--- src/rtl/philv_pkg.sv ---
// Shared definitions for the fetch front end:
// sequencer states, PC reset vector and increment.
package philv_pkg;

  localparam int XLEN = 32;
  localparam logic [XLEN-1:0] PC_RESET_VECTOR = 32'h0000_0000;
  localparam int PC_INC = 4;

  typedef enum logic [1:0] {
    IDLE   = 2'd0,
    REQ    = 2'd1,
    WAIT   = 2'd2,
    HALTED = 2'd3
  } pc_state_t;

  function automatic logic is_aligned(input logic [1:0] lsb);
    return lsb == 2'b00;
  endfunction

endpackage

--- src/rtl/program_counter.sv ---
// Combinational next-PC path: load a target,
// advance by INC (wrapping at N bits) or hold.
module program_counter
  import philv_pkg::*;
#(
  parameter int N   = XLEN,
  parameter int INC = PC_INC
) (
  input  logic [N-1:0] pc,
  input  logic         load,
  input  logic [N-1:0] target,
  input  logic         advance,
  output logic [N-1:0] next_pc
);

  always_comb begin
    next_pc = pc;
    unique case (1'b1)
      load:    next_pc = target;
      advance: next_pc = pc + N'(INC);
      default: next_pc = pc;
    endcase
  end

endmodule

--- src/rtl/pc_sequencer.sv ---
// Owns the architectural PC and runs one fetch at a time
// over a valid/ready port, with stall, redirect and halt.
module pc_sequencer
  import philv_pkg::*;
#(
  parameter int            N            = XLEN,
  parameter logic [N-1:0]  RESET_VECTOR = N'(PC_RESET_VECTOR),
  parameter int            INC          = PC_INC
) (
  input  logic         clk,
  input  logic         rst,
  input  logic         stall,
  input  logic         redirect_valid,
  input  logic [N-1:0] redirect_target,
  input  logic         halt_req,
  output logic         fetch_valid,
  output logic [N-1:0] fetch_addr,
  input  logic         fetch_ready,
  input  logic         rsp_valid,
  output logic         inst_valid,
  output logic [N-1:0] inst_pc,
  output logic         halted,
  output logic         misaligned_err
);

  pc_state_t    state, state_n;
  logic [N-1:0] pc, pc_n;
  logic         kill, kill_n;
  logic         hpend, hpend_n;
  logic         err, err_n;

  logic         pc_load;
  logic         pc_adv;
  logic         redir_ok;
  logic         redir_bad;
  logic         fv_raw;
  logic         iv_raw;
  logic         dead;
  logic         pend;

  program_counter #(
    .N   (N),
    .INC (INC)
  ) u_next (
    .pc      (pc),
    .load    (pc_load),
    .target  (redirect_target),
    .advance (pc_adv),
    .next_pc (pc_n)
  );

  assign redir_ok  = redirect_valid &&
                     is_aligned(redirect_target[1:0]);
  assign redir_bad = redirect_valid &&
                     !is_aligned(redirect_target[1:0]);

  always_comb begin
    state_n = state;
    kill_n  = kill;
    hpend_n = hpend;
    err_n   = err;
    pc_load = 1'b0;
    pc_adv  = 1'b0;
    fv_raw  = 1'b0;
    iv_raw  = 1'b0;
    dead    = 1'b0;
    pend    = 1'b0;

    if (state != HALTED && redir_bad)
      err_n = 1'b1;

    unique case (state)
      IDLE: begin
        pc_load = redir_ok;
        if (halt_req || redir_bad)
          state_n = HALTED;
        else if (!stall)
          state_n = REQ;
      end
      REQ: begin
        fv_raw  = 1'b1;
        pc_load = redir_ok;
        if (fetch_ready) begin
          state_n = WAIT;
          if (redirect_valid)
            kill_n = 1'b1;
          if (halt_req || redir_bad)
            hpend_n = 1'b1;
        end else if (halt_req || redir_bad) begin
          state_n = HALTED;
        end
      end
      WAIT: begin
        // A redirect alongside the response kills it too.
        dead    = kill || redirect_valid;
        pend    = hpend || halt_req || redir_bad;
        pc_load = redir_ok;
        if (redirect_valid)
          kill_n = 1'b1;
        if (pend)
          hpend_n = 1'b1;
        if (rsp_valid) begin
          iv_raw  = !dead;
          pc_adv  = !dead;
          kill_n  = 1'b0;
          hpend_n = 1'b0;
          state_n = pend ? HALTED : IDLE;
        end
      end
      HALTED: begin
        state_n = HALTED;
      end
      default: begin
        state_n = IDLE;
      end
    endcase
  end

  always_ff @(posedge clk) begin
    if (rst) begin
      state <= IDLE;
      pc    <= RESET_VECTOR;
      kill  <= 1'b0;
      hpend <= 1'b0;
      err   <= 1'b0;
    end else begin
      state <= state_n;
      pc    <= pc_n;
      kill  <= kill_n;
      hpend <= hpend_n;
      err   <= err_n;
    end
  end

  // Reset masks outputs in the cycle it is asserted.
  assign fetch_valid    = fv_raw && !rst;
  assign fetch_addr     = rst ? RESET_VECTOR : pc;
  assign inst_valid     = iv_raw && !rst;
  assign inst_pc        = inst_valid ? pc : '0;
  assign halted         = (state == HALTED) && !rst;
  assign misaligned_err = err && !rst;

endmodule
--- config.mk ---
export PLATFORM = sky130hd
export DESIGN_NAME = pc_sequencer
export DESIGN_NICKNAME = d
export VERILOG_FILES = /design/src/rtl/philv_pkg.sv /design/src/rtl/program_counter.sv /design/src/rtl/pc_sequencer.sv
export SDC_FILE = /design/constraint.sdc
export NUM_CORES = 1
export LEC_CHECK = 0
export ABC_AREA = 0
export CAP_MARGIN = 5
export CORE_UTILIZATION = 35
export CTS_BUF_LIST = sky130_fd_sc_hd__clkbuf_2
export CTS_CLUSTER_DIAMETER = 100
export CTS_CLUSTER_SIZE = 14
export DETAILED_ROUTE_END_ITERATION = 6
export DONT_BUFFER_PORTS = 1
export PLACE_DENSITY = 0.46
export REMOVE_ABC_BUFFERS = 1
export SYNTH_ARGS = -nofsm -noshare
export SYNTH_HDL_FRONTEND = slang
export SYNTH_SLANG_ARGS = --single-unit
--- constraint.sdc ---
create_clock -name clk -period 2.1 [get_ports clk]
set_input_delay 0.21 -clock clk [delete_from_list [all_inputs] [get_ports clk]]
set_output_delay 0.21 -clock clk [all_outputs]
set_load 0.01 [all_outputs]
; ---- Word level (Yosys, flattened, before mapping)
; Index checks and enable logic that the tools add are counted.
[totals]
inputBits = 39
romBits = 0
n_memories = 0
latch_bits = 0
ram_bits = 0
output_inout_bits = 68
reg_bits = 37
wordCells = 61
[op_classes]
mul = 0
div_mod_pow = 0
n_reduce_logical = 22
shifts = 0
n_mux = 23
add_sub_neg = 1
n_eq_ne = 10
n_bitwise = 0
order_cmp = 0
[op_table]
columns = operator, count
row1 = 32-bit two-way mux, 2
row2 = 32-bit case mux with 2 select lines, 1
row3 = 32-bit by 3-bit adder with 32-bit output (second input constant), 1
row4 = 2-bit two-way mux, 6
row5 = 1-bit two-way mux, 11
row6 = 3-bit inequality test (second input constant), 3
row7 = 2-bit inequality test (second input constant), 4
row8 = 2-bit case mux with 4 select lines, 1
row9 = 1-bit logical AND, 7
row10 = 2-bit equality test (second input constant), 2
row11 = 2-bit logical NOT, 2
row12 = 1-bit logical OR, 4
row13 = 1-bit case mux with 2 select lines, 2
row14 = 4-bit AND reduction, 1
row15 = 2-bit nonzero test, 2
row16 = 1-bit logical NOT, 3
row17 = 3-bit AND reduction, 1
row18 = 3-bit OR reduction, 1
row19 = 2-bit by 1-bit equality test with 1-bit output (second input constant), 1
row20 = 2-bit AND reduction, 1

; ---- Depth between registers and ports, before layout
[depth]
ltp_word = 7
depth_mapped = 8
mapped_depth_nobuf = 7

; ---- By module
; A second synthesis with hierarchy kept.
[hier_totals]
hier_cells = 343
area_unflattened_um2 = 2712.6
[modules_own_cells]
columns = module, seq_area_each_um2, cells_each, instances, area_each_um2
row1 = pc_sequencer, 740.7, 178, 1, 1617.8
row2 = program_counter, 0.0, 165, 1, 1094.8

; ---- Worst setup path before layout
; OpenSTA, ideal clock, no wires.
[synth_path]
path_type = flip-flop to output port
start = register state[1]
end = output inst_pc[10]
stages_incl_launch_ff = 8
n_path_buf = 2
slack_ns = 0.096
required_ns = 1.890
arrival_time_ns = 1.794
path_cell_list = dfxtp_1 nand3b_1 nor3_1 nand2b_2 inv_1 clkbuf_1 clkbuf_1 and2_1
[synth_between]
elab_chain_len = 4
[synth_lines]
columns = element, line
row1 = "start, declared", pc_sequencer.sv:26  ; pc_state_t state, state_n;
row2 = "start signal, assigned", pc_sequencer.sv:127  ; state <= state_n;
row3 = 2-bit equality test, pc_sequencer.sv:72  ; unique case (state)
row4 = 1-bit two-way mux, pc_sequencer.sv:72
row5 = 1-bit logical AND, pc_sequencer.sv:138  ; assign inst_valid = iv_raw && !rst;
row6 = 32-bit two-way mux, pc_sequencer.sv:139  ; assign inst_pc = inst_valid ? pc : '0;
row7 = "end, declared", pc_sequencer.sv:21  ; output logic [N-1:0] inst_pc,
; Every way passes these cells.

; ---- Worst setup path in the final report
[layout_path]
start = register state[0]
end = output inst_pc[29]
[layout_between]
elab_chain_len = 4
[layout_lines]
columns = element, line
row1 = 2-bit equality test, pc_sequencer.sv:72
row2 = 1-bit two-way mux, pc_sequencer.sv:72
row3 = 1-bit logical AND, pc_sequencer.sv:138
row4 = net inst_valid, pc_sequencer.sv:20  ; output logic inst_valid,
row5 = 32-bit two-way mux, pc_sequencer.sv:139
; The timed path passes the listed nets, and every way through them passes these cells.

==> run summary <==
Die Ht: 85.3 um
Worst Tran Pin Value: 0.562 ns
CP Data Required Time: 1.89 ns
Core area: 0.00653 sq mm
Fillcell total: 678
Clock Latency Late Sink: 0.40 ns
Hold_sp: redirect_target[7]
Headroom to the max-slew limit: 62.4%
HPWL after DPL: 4750 um
Layout cells sized above 1: 14.0%
Global-route wire length before repair: 11600 um
DR DRC count: 0
Sequential cell area fraction in the yosys report: 30.5%
Routability-driven placement congestion ratio: 0.719
Fin. max-slew vios: 0
Syn Area/Cell: 7.27 sq um
Synth Instances: 334
Worst Skew: 0.0243 ns
Commonest non-fill, non-tap cell in the layout: dfxtp_1
R2R setup slack: 0.13 ns
I/O pin count: 107
Post-synth cell types: 40
Setup CP Type: reg -> out
Synth Warn #: 0
Switching part of the total: 30.5%
Flop pwr share: 58.1%
PwrDens: 448 mW/mm^2
Antenna-violating nets left: 0
Starting density of the core: 37.2%
CP max FO: 14
Die width: 85.3 um
Total GRT Usage: 20.2%
# diodes: 0
CP Launch Type: flip-flop
CTS tree: built
DR pass1 iterations: 4
H-tree lvl count: 2
Core Rows: 29
Combinational share of power: 17.2%
Crit path arrival time: 1.86 ns
TritonCTS buffer count: 5
Total grt overflow: 0
Largest net degree at the start of global routing: 71
Total Wirelength: 7570 um
RR Endpoint: pc[4]
Detailed Route Iter0 Violations: 61
Vias in the first global route: 2218
Final Hold Violating Endpoints: 0
Nets: 405
Die area: 0.00728 sq mm
Area growth from synthesis to layout: 22.2%
Hold depth: 2
RSZ-0062 raised after global routing: true
Most frequent cells in the layout: 36 x dfxtp_1, 34 x nor2_1, 29 x nor2b_1, 27 x nand2_1
Async set-reset flop share out of synthesis: 0%
Reg2reg path depth: 8
Clk pwr share: 24.8%
R2R Path Start: state[0]
Pleak: 0.00106 uW
Internal power: 924 uW
#FFs+latches synth: 37
# port buffers: 0
CTS clock-pin slew for the worst setup and hold paths: 0.20 ns
Fmax: 0.482 GHz
Hold EP: pc[7]
Finished Core Util: 45.4%
CTS root buf: clkbuf_2
Sinks on Clock Net: 37
Post-route clock period utilization: 98.8%
Fin Hold WS: 0.00411 ns
Vias per inst: 5.64
Synth Flop Type: dfxtp_1
Post-synth EDFFs: 0
Total negative setup slack: 0 ns
CTS Buffer Depth: 2
Final setup vio count: 0
Crit path time final: 2.07 ns
Max Cap Viol: 0
Max rail drop VDD: 0.173 mV
Initial antenna violation count: 0
Status: finished clean
Worst Hold Class: in -> reg
Drt wl/cell: 17.1 um
Crit path capture type: output port
Syn Std Cell Area: 0.00243 sq mm
Psw: 406 uW
Vias post-DR: 2492
[logic make-up after synthesis]
group           after synthesis  share of synthesized area [%]
xor+xnor                     14                           5.05
compound gates               75                           19.6
buf+inv                      30                           4.79
flops                        37                           30.5
mux                           3                           1.55
simple gates                174                           38.0
fa+ha+maj                     1                          0.515
[Yosys cell counts, types with 2 or more instances]
library cell / count / share of area, %
clkbuf_1: 18 / 2.8
nand2b_1: 2 / 0.52
and3_1: 5 / 1.3
nor3_1: 5 / 1.0
mux2_2: 2 / 0.93
o22ai_1: 13 / 3.3
or3_1: 3 / 0.77
nor2_1: 37 / 5.7
a211oi_1: 4 / 1.2
nand3_1: 10 / 2.1
nand2_1: 28 / 4.3
and2_1: 30 / 7.7
nor2b_1: 29 / 7.5
o211ai_1: 2 / 0.62
inv_1: 8 / 1.2
dfxtp_1: 37 / 30
or2b_1: 2 / 0.62
a22oi_1: 15 / 4.6
xor2_1: 13 / 4.7
or4_1: 2 / 0.62
a31oi_1: 11 / 2.8
nand4_1: 13 / 3.3
buf_2: 2 / 0.41
o21ai_0: 11 / 2.3
a21oi_1: 14 / 2.9
nor4_1: 3 / 0.77
a32oi_1: 2 / 0.72
[area by class of cell]
cell class | instances | area [sq um] | share of cell area, %
Clock buffer | 6 | 30.0 | 1.01
Sequential cell | 37 | 742 | 25.0
Multi-Input combinational cell | 267 | 1610 | 54.4
Clock inverter | 1 | 3.75 | 0.126
Inverter | 8 | 33.8 | 1.14
Tap cell | 77 | 96.3 | 3.25
Timing Repair Buffer | 46 | 448 | 15.1
[flip-flops by register name, summed over array words and instances (netlist names)]
| register | count |
|---|---|
| err | 1 |
| hpend | 1 |
| kill | 1 |
| pc | 32 |
| state | 2 |
[through the flow]
stage                     instance area (sq um)  instances  total power (uW)  setup WS [ns]
final                                      2970        442              1330         0.0260
after detailed placement                   2600        409               954          0.122
after CTS                                  2780        427              1310       -0.00790
after floorplan                            2340        312               900         -0.280
after global routing                       2970        442              1400        -0.0955
after global placement                     2600        409               953          0.154
[per-layer routing]
layer | routed length (um) | vias to the layer above | GRT usage [%]
met5 | 0 | - | 0
met1 | 3700 | 1159 | 27.6
met4 | 82 | 0 | 4.85
met2 | 3360 | 81 | 32.0
met3 | 424 | 8 | 4.96
li1 | - | 1244 | -
[critical path: stages, from the launching register on]
cell,delay (ns)
dfxtp_1,0.37
nand3b_1,0.17
nor3_2,0.05
buf_4,0.13
nand2b_2,0.09
clkinvlp_4,0.24
buf_12,0.24
and2_1,0.19
[power groups by stage]
stage	Combinational (uW)	Sequential (uW)	Clock [uW]
global placement	168	785	0
finish	228	772	329
global route	252	779	368
detailed placement	169	785	0
CTS	192	771	344
floorplan	122	778	0
[worst max path at each step]
| stage | from | to | slack, ns | cells past startpoint |
|---|---|---|---|---|
| floorplan | state[1] | pc[31] | -0.28 | 7 |
| global placement | pc[4] | pc[31] | 0.15 | 6 |
| detailed placement | state[0] | pc[16] | 0.12 | 6 |
| CTS | state[0] | inst_pc[10] | -0.008 | 7 |
| global route | state[0] | inst_pc[23] | -0.1 | 7 |
| finish | state[0] | inst_pc[29] | 0.03 | 7 |
[repair_timing]
action | CTS | global route
hold buffers | 9 | 15
resized for setup | 7 | 11
pin swaps | 0 | 1
gates cloned | 1 | 0
setup endpoints to repair | 27 | 31
endpoints found under the hold margin | 37 | 29
buffers inserted | 1 | 0
(Power assumes the default switching activity.)
